## config.mk

```make
export PLATFORM = sky130hd
export DESIGN_NAME = writeback_queue
export DESIGN_NICKNAME = d
export VERILOG_FILES = /design/src/rtl/writeback_queue_pkg.sv /design/src/rtl/writeback_queue_load_extract.sv /design/src/rtl/writeback_queue.sv
export SDC_FILE = /design/constraint.sdc
export NUM_CORES = 1
export LEC_CHECK = 0
export CAP_MARGIN = 20
export CORE_MARGIN = 8
export CORE_UTILIZATION = 30
export DETAILED_ROUTE_END_ITERATION = 8
export PLACE_DENSITY = 0.51
export SETUP_SLACK_MARGIN = 0.1
export SLEW_MARGIN = 10
export SYNTH_ARGS = -nofsm -noshare
export SYNTH_HDL_FRONTEND = slang
export SYNTH_HIERARCHICAL = 1
export SYNTH_SLANG_ARGS = --single-unit
```

## constraint.sdc

```tcl
create_clock -name clk -period 5.7 [get_ports clk]
set_input_delay 0.57 -clock clk [delete_from_list [all_inputs] [get_ports clk]]
set_output_delay 0.57 -clock clk [all_outputs]
set_load 0.005 [all_outputs]
```

## src/rtl/writeback_queue_pkg.sv

```systemverilog
// writeback_queue_pkg: MIPS opcode/funct/rt constants, field extractors, entry kinds and queue entry layout
package writeback_queue_pkg;
   localparam logic [5:0] OPC_SPECIAL = 6'h00;
   localparam logic [5:0] OPC_REGIMM  = 6'h01;
   localparam logic [5:0] OPC_JAL     = 6'h03;
   localparam logic [5:0] OPC_LB      = 6'h20;
   localparam logic [5:0] OPC_LH      = 6'h21;
   localparam logic [5:0] OPC_LW      = 6'h23;
   localparam logic [5:0] OPC_LBU     = 6'h24;
   localparam logic [5:0] OPC_LHU     = 6'h25;
   localparam logic [5:0] FUN_JALR    = 6'h09;
   localparam logic [4:0] RT_BLTZAL   = 5'h10;
   localparam logic [4:0] RT_BGEZAL   = 5'h11;

   // loads occupy the top of the kind range so a single compare identifies them
   localparam logic [2:0] K_ALU  = 3'd0;
   localparam logic [2:0] K_LINK = 3'd1;
   localparam logic [2:0] K_LB   = 3'd2;
   localparam logic [2:0] K_LBU  = 3'd3;
   localparam logic [2:0] K_LH   = 3'd4;
   localparam logic [2:0] K_LHU  = 3'd5;
   localparam logic [2:0] K_LW   = 3'd6;

   typedef struct packed {
      logic [2:0]  kind;
      logic [4:0]  dst;
      logic        we;
      logic [31:0] pc;
      logic [1:0]  off;
      logic [31:0] value;
   } entry_t;

   function automatic logic [5:0] GET_OPC(input logic [31:0] instr);
      return instr[31:26];
   endfunction

   function automatic logic [5:0] GET_FUN(input logic [31:0] instr);
      return instr[5:0];
   endfunction

   function automatic logic [4:0] GET_RT(input logic [31:0] instr);
      return instr[20:16];
   endfunction

   function automatic logic [2:0] decode_kind(input logic [31:0] instr);
      logic [5:0] opc;
      logic       link;
      opc  = GET_OPC(instr);
      link = opc == OPC_JAL
          || (opc == OPC_SPECIAL && GET_FUN(instr) == FUN_JALR)
          || (opc == OPC_REGIMM && (GET_RT(instr) == RT_BGEZAL || GET_RT(instr) == RT_BLTZAL));
      return opc == OPC_LB  ? K_LB  :
             opc == OPC_LBU ? K_LBU :
             opc == OPC_LH  ? K_LH  :
             opc == OPC_LHU ? K_LHU :
             opc == OPC_LW  ? K_LW  :
             link           ? K_LINK : K_ALU;
   endfunction
endpackage

```

## src/rtl/writeback_queue_load_extract.sv

```systemverilog
// load_extract: selects, aligns and extends load data from a memory word and flags misaligned accesses
module load_extract
   import writeback_queue_pkg::*;
#(
   parameter bit BIG_ENDIAN = 1'b0
) (
   input  logic [2:0]  kind_i,
   input  logic [1:0]  off_i,
   input  logic [31:0] word_i,
   output logic [31:0] data_o,
   output logic        misaligned_o
);
   logic [1:0]  b;
   logic [7:0]  by;
   logic [15:0] hw;

   always_comb begin
      b  = BIG_ENDIAN ? 2'd3 - off_i : off_i;
      by = word_i[8*b +: 8];
      hw = b[1] ? word_i[31:16] : word_i[15:0];
      data_o = kind_i == K_LB  ? {{24{by[7]}}, by}  :
               kind_i == K_LBU ? {24'd0, by}        :
               kind_i == K_LH  ? {{16{hw[15]}}, hw} :
               kind_i == K_LHU ? {16'd0, hw}        : word_i;
      misaligned_o = ((kind_i == K_LH || kind_i == K_LHU) && off_i[0])
                  || (kind_i == K_LW && off_i != 2'd0);
   end
endmodule

```

## src/rtl/writeback_queue.sv

```systemverilog
// writeback_queue: in-order write-back queue with load response wait, load extraction and a registered register-file write port
module writeback_queue
   import writeback_queue_pkg::*;
#(
   parameter int          DEPTH       = 4,
   parameter logic [31:0] LINK_OFFSET = 32'd4,
   parameter bit          BIG_ENDIAN  = 1'b0
) (
   input  logic                     clk,
   input  logic                     reset_n,
   input  logic                     in_valid,
   output logic                     in_ready,
   input  logic [31:0]              in_pc,
   input  logic [31:0]              in_instruction,
   input  logic [31:0]              in_alu_out,
   input  logic [4:0]               in_dst,
   input  logic                     in_we,
   input  logic                     mem_rvalid,
   output logic                     mem_rready,
   input  logic [31:0]              mem_rdata,
   output logic                     wr_en,
   output logic [4:0]               wr_addr,
   output logic [31:0]              wr_data,
   output logic                     misalign_err,
   output logic [31:0]              err_pc,
   output logic [$clog2(DEPTH):0]   count
);
   localparam int AW = $clog2(DEPTH);
   localparam int CW = AW + 1;

   entry_t        buf_q [DEPTH];
   logic [AW-1:0] head_q, tail_q;
   logic [CW-1:0] count_q, count_d;
   logic          wr_en_q, misalign_err_q;
   logic [4:0]    wr_addr_q;
   logic [31:0]   wr_data_q, err_pc_q;
   entry_t        head, new_e;
   logic          is_load, push, retire, mis;
   logic [31:0]   ld_data;

   load_extract #(.BIG_ENDIAN(BIG_ENDIAN)) u_extract (
      .kind_i      (head.kind),
      .off_i       (head.off),
      .word_i      (mem_rdata),
      .data_o      (ld_data),
      .misaligned_o(mis)
   );

   // no pass-through: a full queue refuses input even while the head retires
   assign in_ready = count_q < CW'(DEPTH);

   always_comb begin
      head        = buf_q[head_q];
      is_load     = head.kind >= K_LB;
      mem_rready  = count_q != '0 && is_load;
      retire      = count_q != '0 && (!is_load || mem_rvalid);
      push        = in_valid && in_ready;
      count_d     = count_q + CW'(push) - CW'(retire);
      new_e.kind  = decode_kind(in_instruction);
      new_e.dst   = in_dst;
      new_e.we    = in_we;
      new_e.pc    = in_pc;
      new_e.off   = in_alu_out[1:0];
      new_e.value = new_e.kind == K_LINK ? in_pc + LINK_OFFSET : in_alu_out;
   end

   always_ff @(posedge clk) begin
      if (!reset_n) begin
         head_q         <= '0;
         tail_q         <= '0;
         count_q        <= '0;
         wr_en_q        <= 1'b0;
         wr_addr_q      <= '0;
         wr_data_q      <= '0;
         misalign_err_q <= 1'b0;
         err_pc_q       <= '0;
      end else begin
         if (push) begin
            buf_q[tail_q] <= new_e;
            tail_q        <= tail_q + 1'b1;
         end
         if (retire) begin
            head_q    <= head_q + 1'b1;
            wr_addr_q <= head.dst;
            wr_data_q <= is_load ? ld_data : head.value;
         end
         if (retire && mis) err_pc_q <= head.pc;
         count_q        <= count_d;
         wr_en_q        <= retire && head.we && head.dst != 5'd0 && !mis;
         misalign_err_q <= retire && mis;
      end
   end

   assign wr_en        = wr_en_q;
   assign wr_addr      = wr_addr_q;
   assign wr_data      = wr_data_q;
   assign misalign_err = misalign_err_q;
   assign err_pc       = err_pc_q;
   assign count        = count_q;
endmodule

```

# Yosys cells after proc, flatten, opt, wreduce, memory -nomap -nowiden
# Memories as Yosys holds them, arrays and structs flattened. A register that Yosys moved wholly into a read port is not among the register bits.
# Index checks and enable logic that the tools add are counted.
dict set report totals {
  register_bits 78
  mem_bits_rw 300
  input_bits 138
  elab_cells 74
  mem_count 1
}
dict set report classes {
  addsub 5
  magnitude_cmp 2
  n_eq_ne 16
  shifts 1
  muxes 18
  reduce_logical 23
}
# name words word_bits read_ports rd_clocked_by_memory_dff write_ports line
set memory_table {}
lappend memory_table {buf_q 4 75 1 1 1 writeback_queue.sv:31} ;# entry_t buf_q [DEPTH];
# cell n
set op_table {}
lappend op_table {{$mux W32} 6}
lappend op_table {{$add A32 B3 Y32 const B} 1}
lappend op_table {{$shiftx A32 B6 Y8} 1}
lappend op_table {{$eq A6 B6 Y1 const B} 5}
lappend op_table {{$mux W16} 1}
lappend op_table {{$mux W3} 5}
lappend op_table {{$logic_and A1 B1 Y1} 11}
lappend op_table {{$eq A5 B5 Y1 const B} 2}
lappend op_table {{$eq A3 B3 Y1 const B} 3}
lappend op_table {{$eq A3 B2 Y1 const B} 2}
lappend op_table {{$eq A6 B1 Y1 const B} 1}
lappend op_table {{$eq A6 B2 Y1 const B} 1}
lappend op_table {{$eq A6 B4 Y1 const B} 1}
lappend op_table {{$logic_not A6 Y1} 1}
lappend op_table {{$logic_or A1 B1 Y1} 6}
lappend op_table {{$reduce_bool A5 Y1} 1}
lappend op_table {{$add A2 B1 Y2 const B} 2}
lappend op_table {{$mux W1} 4}
lappend op_table {{$mux W2} 2}
lappend op_table {{$add A3 B1 Y3} 1}
lappend op_table {{$eq A3 B1 Y1 const B} 1}
lappend op_table {{$ge A3 B2 Y1 const B} 1}
lappend op_table {{$lt A3 B3 Y1 const B} 1}
lappend op_table {{$reduce_bool A3 Y1} 1}
lappend op_table {{3 further kinds} 4}

# Logic depth before layout (Yosys ltp)
dict set report logic_depth {
  ltp_word 12
  mapped_depth 12
  depth_no_buf 11
}

# Hierarchy
# Netlist, hierarchy kept.
# module instances cells_each area_each_um2
set by_module_without_submodules {}
lappend by_module_without_submodules {writeback_queue 1 958 15013.1}
lappend by_module_without_submodules {load_extract 1 139 1022.2}

# Worst setup path before layout
# No wires, ideal clock.
dict set report synth_timing {
  path_type {in2reg}
  start {in reset_n}
  end {mem buf_q[1][0] (netlist bit) (enable)}
  setup_ps 442
  t_arrival_ps 2963
  path_slack_ps 2295
  cell_stages 3
  cell_sequence {clkbuf_1 buf_1 and3_1}
}
dict set report synth_between {
  elab_chain_len 2
}
# item line
set synth_rtl {}
lappend synth_rtl {{start: declaration} writeback_queue.sv:10} ;# input logic reset_n,
lappend synth_rtl {{$mux W1} writeback_queue.sv:68} ;# if (!reset_n) begin
lappend synth_rtl {{$mux W1 (not written as such)} writeback_queue.sv:79} ;# buf_q[tail_q] <= new_e;
lappend synth_rtl {{end: declaration} writeback_queue.sv:31}
# No other way between the ends.

==> impl.org <==
** Run status
- The flow ran to the end, and the final reports show no timing, DRC or antenna violations.

** Synthesis
- In this run the mean area of a mapped cell was 14.62 sq um.
- Among all flip-flop cells after synthesis, the most frequent one is edfxtp_1.
- Async SR Flop Fraction :: 0%
- Distinct cells, synth :: 51
- Area share of and/or/nand/nor cells after synthesis :: 9.668%
- Yosys warning total :: 6
- Share of synthesized cell area in full adder, half adder and majority cells :: 0.6710%
- Summing every instance area after synthesis gives 16040 sq um.
- The top cell type by area accounts for 56.18% of the synthesized area.
- Compound-cell area share of the yosys netlist :: 6.484%
- Parity-gate share of the synthesized area counting xor and xnor cells :: 1.802%
- EDFF count, synth :: 300
- Net count after synthesis :: 1243
- Syn Inst Count :: 1097
- After synthesis the netlist holds a flip-flop and latch count of 380.
- Top area cells in the synthesized netlist :: edfxtp_1, mux4_2, dfxtp_1
- After synthesis, flip-flops and latches occupy 66.17% of the total area.
- Area leader, netlist :: edfxtp_1
- By area, the combinational part of the netlist is dominated by multiplexers.
- Share of synthesized area spent on multiplexers :: 12.50%

** Detailed routing
- Aggregate routed wire length :: 45610 um
- Total routed wire length on the met1 layer :: 20360 um
- In this run the remaining antenna-violating nets after routing total 0.
- The first routing iteration left 675 violations.
- Before antenna repair, the detailed router went through 5 iterations.
- Drt via density :: 5.058
- Wire segments on met2 add up to 21280 um in the final route.
- Routed len/inst :: 22.79 um
- Detailed routing inserted a total of 10.12k vias.
- Uppermost routed layer :: met5
- After detailed routing, the number of remaining DRC violations is 0.
- Met3 wire length :: 2950 um

** Final layout
- Design area :: 20010 sq um
- Area grow syn2layout :: 24.76%
- At the end of the flow the core is filled with cells to 37.99%.
- Leading cell types in the layout, fill and taps excluded :: edfxtp_1, clkdlybuf4s50_1, nand3_1
- Fraction of layout instances using a drive strength above 1 :: 14.58%
- For this run, the post-layout net count is 1424.
- Counting the fill cells in the layout gives 4871.
- Area occupied by multi-input gates :: 5027 sq um
- Area occupied by registers :: 10620 sq um
- The count of cells in the finished layout, fillers not included, comes to 2001.
- Most common cell after layout, fill and taps aside :: edfxtp_1

** Place
- Port Buffers :: 197
- At the end of routability-driven placement, the weighted congestion stood at 0.7739.
- Pre-CTS setup slack :: 1.707 ns
- The wire-length estimate of the detail-placed layout is 29830 um.
- Counting tap cells, the placed design contains a total of 1920 instances.
- Placed instance area :: 18670 sq um

** STA
- Timing-limited maximum frequency :: 256.1 MHz
- Final Max Slew Viols :: 0
- Setup Total Neg Slack :: 0 ns
- Min Tclk post-route :: 3.905 ns
- Setup repair after global routing left no endpoint under its margin.
- On the final layout, the worst clock skew is 0.01982 ns.
- Worst setup slack after layout :: 1.795 ns
- Final count of negative-setup-slack endpoints :: 0
- Worst slew slack as a fraction of its limit :: 30.41%
- After layout, the worst path uses 68.51% of the clock period.
- For the pin with the worst max-slew slack, the measured transition is 1.044 ns.
- Across all hold checks on the routed design, the worst slack comes to 0.4321 ns.
- The number of hold violations in the final report is 0.

** Clock tree
- Clock network latency to the later pin of the worst-skew pair :: 0.57 ns
- Counting along the longest clock path gives a buffer depth of 3.
- Hold repair after CTS inserted 0 buffers.
- The clock tree synthesis step divided the H-tree into 2 levels.
- After clock tree synthesis, the clock-pin slew on the worst setup and hold paths is 0.05 ns.
- Cells resized by post-CTS repair :: 0
- TritonCTS built the clock tree.
- Post-CTS Repair Setup Buffers :: 0
- Sink Count :: 380
- Root buffer selected by CTS :: clkbuf_16
- TritonCTS buffer count :: 43

** Floorplan
- Count of pins on the block boundary :: 214
- Placement row count :: 84
- Die Y-Extent :: 247.2 um
- DIE WIDTH :: 247.2 um
- Die area :: 61110 sq um
- Starting Density :: 30.45%
- Core region area :: 52660 sq um

** Power and ir drop
- Overall Power :: 8.393 mW
- In this run the static leakage power is 6.333 nW.
- IR analysis of the VDD net gives a maximum drop of 0.2497 mV.
- For this design the ratio of total power to cell area is 419.6 nW/um^2.

** Global route
- The first global-routing pass estimated 67550 um of wire.
- The via count of the first global-routing pass came to 10.44k.
- Maximum number of pins on one net before global-route repair :: 66
- Global routing used 14.67% of the available tracks.
- The initial antenna violation count came to 5.
- Total global routing overflow :: 0

** Worst setup path
- STA classifies the critical path startpoint as a flop.
- For the worst setup path, the data arrival time is 4.33 ns.
- Critical Setup Path Class :: flop to flop
- STA classifies the critical path endpoint as a flop.
- Data required time at the worst endpoint :: 6.13 ns
- Of all nets on the critical path, the largest fanout is 39.

** Min path
- The min-delay analysis places its worst path in the category primary input to flop.

** Job
- Count of maximum capacitance violations :: 0
## state kept, by name, indices dropped and copies added, names as in the netlist, named ones only
signal and count:
misalign_err 1, count 3, head_q 2, wr_data 32, err_pc 32, tail_q 2, buf_q 300, wr_en 1
wr_addr 5
## cells in the mapped netlist (6+ instances only)
cell type,n
a21oi_1,40
a31oi_1,33
and2_1,8
and3_1,19
buf_1,6
buf_2,29
buf_4,6
clkbuf_1,38
dfxtp_1,80
edfxtp_1,300
ha_1,7
inv_1,13
mux2_2,6
mux2i_1,9
mux4_2,82
nand2_1,94
nand3_1,121
nand4_1,11
nor2_1,40
o211ai_1,15
o211ai_2,11
o21ai_0,17
o21ai_1,34
o221ai_1,8
xnor2_1,13
xor2_1,20
## final timing paths
path                           start                       to  slack, ns  cells past startpoint
max                             flop      count[2]$_SDFF_PN0_       1.79                     12
min                          reset_n  wr_addr[2]$_SDFFE_PN0P_       0.43                      3
max reg2reg                     flop      count[2]$_SDFF_PN0_       1.79                     12
min reg2reg  wr_addr[4]$_SDFFE_PN0P_  wr_addr[4]$_SDFFE_PN0P_       0.46                      2
## power by group
| group | total [mW] | internal [mW] | switching [mW] |
|---|---|---|---|
| logic | 2.31 | 1.07 | 1.24 |
| registers | 3.48 | 3.27 | 0.213 |
| clock network | 2.60 | 1.48 | 1.12 |
| total | 8.39 | 5.82 | 2.57 |
## cells by family (layout without fill, tap and decap cells)
family / after synthesis / after routing
buf+inv: 96 / 309
flops: 380 / 380
fa+ha+maj: 8 / 8
mux: 97 / 97
simple gates: 319 / 319
compound gates: 164 / 164
xor+xnor: 33 / 33
other cells: 0 / 3
## cell type report
class | count | area share (%)
antenna | 3 | 0.03753
clock buffer | 57 | 5.791
clock inverter | 20 | 0.7630
inverter | 15 | 0.2814
multi-input combinational | 621 | 25.13
sequential | 380 | 53.07
tap | 688 | 4.303
timing repair buffer | 217 | 10.62
## critical path, cell delays in order, from the launching register on
cell and delay (ns):
dfxtp_4 0.80, mux4_2 0.66, nor2_4 0.08, o21ai_2 0.11, buf_4 0.40, clkinv_1 0.35
ha_1 0.37, inv_1 0.04, ha_1 0.19, fa_1 0.38, xnor2_1 0.21, xnor2_1 0.14
nor2_1 0.05
## metal layers
metal	vias up	GRT usage [%]
li1	4635	-
met1	5123	19.73
met2	296	23.47
met3	66	3.528
met4	2	4.098
met5	-	0
(Power assumes the default switching activity.)
==> edit (same flow settings) <==
`DEPTH`: 4 -> 2.
--- a/src/rtl/writeback_queue.sv
+++ b/src/rtl/writeback_queue.sv
@@ -2,7 +2,7 @@
 module writeback_queue
    import writeback_queue_pkg::*;
 #(
-   parameter int          DEPTH       = 4,
+   parameter int          DEPTH       = 2,
    parameter logic [31:0] LINK_OFFSET = 32'd4,
    parameter bit          BIG_ENDIAN  = 1'b0
 ) (
Ports: changed (resized count); port bits go from 214 to 213. No check against the original RTL was run, so the function may have changed too.
==> edit against the original RTL <==
Area after synthesis shrank 34%. Utilization grew 1.3 points. Design area shrank 31%. Sequential power shrank 38%. Worst setup slack lost 0.021 ns. Synthesized cell count shrank 19%. Total power shrank 34%. Largest cell class unchanged. Sequential share of layout area shrank 9.5 points. Fmax shrank 0.53%. Critical path type unchanged. Sequential cell count shrank 154. Largest power group unchanged. Wire length shrank 31%.
==> edit: results (changes against the original RTL) <==
Run status
  – Run status: completed

Cells and area
  – Fraction of layout cells with a size suffix above 1: 0.0975 (-0.0483)
  – Number of flip-flops in the largest register: 150 (-50%)
  – Final #Nets: 1198 (-16%)
  – Total area of sequential cells: 6030 sq um (-43%)
  – Count of filler cells inserted in the layout: 3468 (-29%)

STA
  – Setup WS post-layout: 1.77 ns (-0.0208 ns)
  – Slew of the pin with the lowest slew margin: 0.866 ns (-0.178 ns)
  – WHS: 0.462 ns (+0.0300 ns)
  – Clock Skews: 0.0161 ns (-0.00371 ns)

Detailed routing
  – Iteration-0 DRC count of the detailed router: 360 (-47%)
  – Via/cell ratio: 4.96 (-1.9%)
  – Sum of met2 wire segment lengths after detailed routing: 13.8 mm (-35%)
  – Total wire length: 31.4 mm (-31%)

Power
  – Switching share of power: 0.308 (+0.00184)
  – Sw power: 1.69 mW (-34%)
  – Leakage power: 4.95 nW (-22%)
  – VDD IR max: 241 uV (-3.7%)
  – Power of the sequential group: 2.15 mW (-38%)

Logic synthesis
  – Count of distinct cell types in the synthesized netlist: 60 (+18%)
  – Multiplexer share of the synthesized area: 0.105 (-0.0196)
  – Number of enable flip-flop cells after synthesis: 150 (-50%)
  – Synth Net Count: 1033 (-17%)
  – Sequential share of the synthesized area: 0.568 (-0.0935)
  – Largest cells by area after synthesis: sky130_fd_sc_hd__edfxtp_1 (42%), sky130_fd_sc_hd__dfxtp_1 (14%), sky130_fd_sc_hd__mux2i_1 (7.5%), sky130_fd_sc_hd__o211a_1 (3.6%), sky130_fd_sc_hd__nand2_1 (3.4%)
  – Fraction of synthesized cell area in xor and xnor cells: 0.0140 (-0.00398)
  – Avg Cell Area, Syn: 11.9 sq um (-19%)
  – Post-synthesis share of cell area spent on full adders, half adders and majority gates: 0.00354 (-0.00317)

Placed design
  – Quantity of I/O buffers inserted on ports: 196 (-0.51%)
  – Total cell area at the placement stage: 12900 sq um (-31%)
  – Cell count after placement: 1489 (-22%)
  – Post-placement setup slack: 1.68 ns (-0.0226 ns)

Global routing
  – Wire length of the first global-routing pass: 46.9 mm (-31%)
  – Global Route met2 Usage: 0.221 (-0.0141)
  – Routing usage on met1: 0.201 (+0.00394)
  – GRT Util Overall: 0.144 (-0.00227)

Clock tree
  – Later-pin clock latency in the skew report: 0.54 ns (-0.03 ns)
  – TritonCTS Buffers: 27 (-37%)

Worst setup path
  – Cells on worst reg2reg path: 7 (-5)
  – Arrival time at the worst endpoint: 4.39 ns (+0.06 ns)
  – Reg-to-reg endpoint: wr_data[16]
  – Worst Path Max Fanout: 44 (+13%)

Worst hold path
  – Hold Crit Start: wr_data[3]
  – Worst hold path type: register to register
  – Endpoint of the worst hold path: wr_data[3]
-- edit: changes by cell type in the layout (fill, tap and decap cells not counted), moves of 33 or more --
| cell | delta |
|---|---|
| sky130_fd_sc_hd__edfxtp_1 | -150 |
| sky130_fd_sc_hd__nand3_1 | -102 |
| sky130_fd_sc_hd__mux4_2 | -75 |
| sky130_fd_sc_hd__mux2i_1 | +70 |
| sky130_fd_sc_hd__o211a_1 | +38 |
| sky130_fd_sc_hd__o21ai_0 | +38 |
| sky130_fd_sc_hd__nor2_1 | -33 |
| sky130_fd_sc_hd__o21ai_1 | -33 |
-- edit: final cells by class --
class,instances,area share
Tap cell,461,0.0417
Inverter,13,0.00353
Antenna cell,1,0.000181
Sequential cell,226,0.436
Clock inverter,7,0.00678
Timing Repair Buffer,211,0.150
Multi-Input combinational cell,578,0.305
Clock buffer,42,0.0573
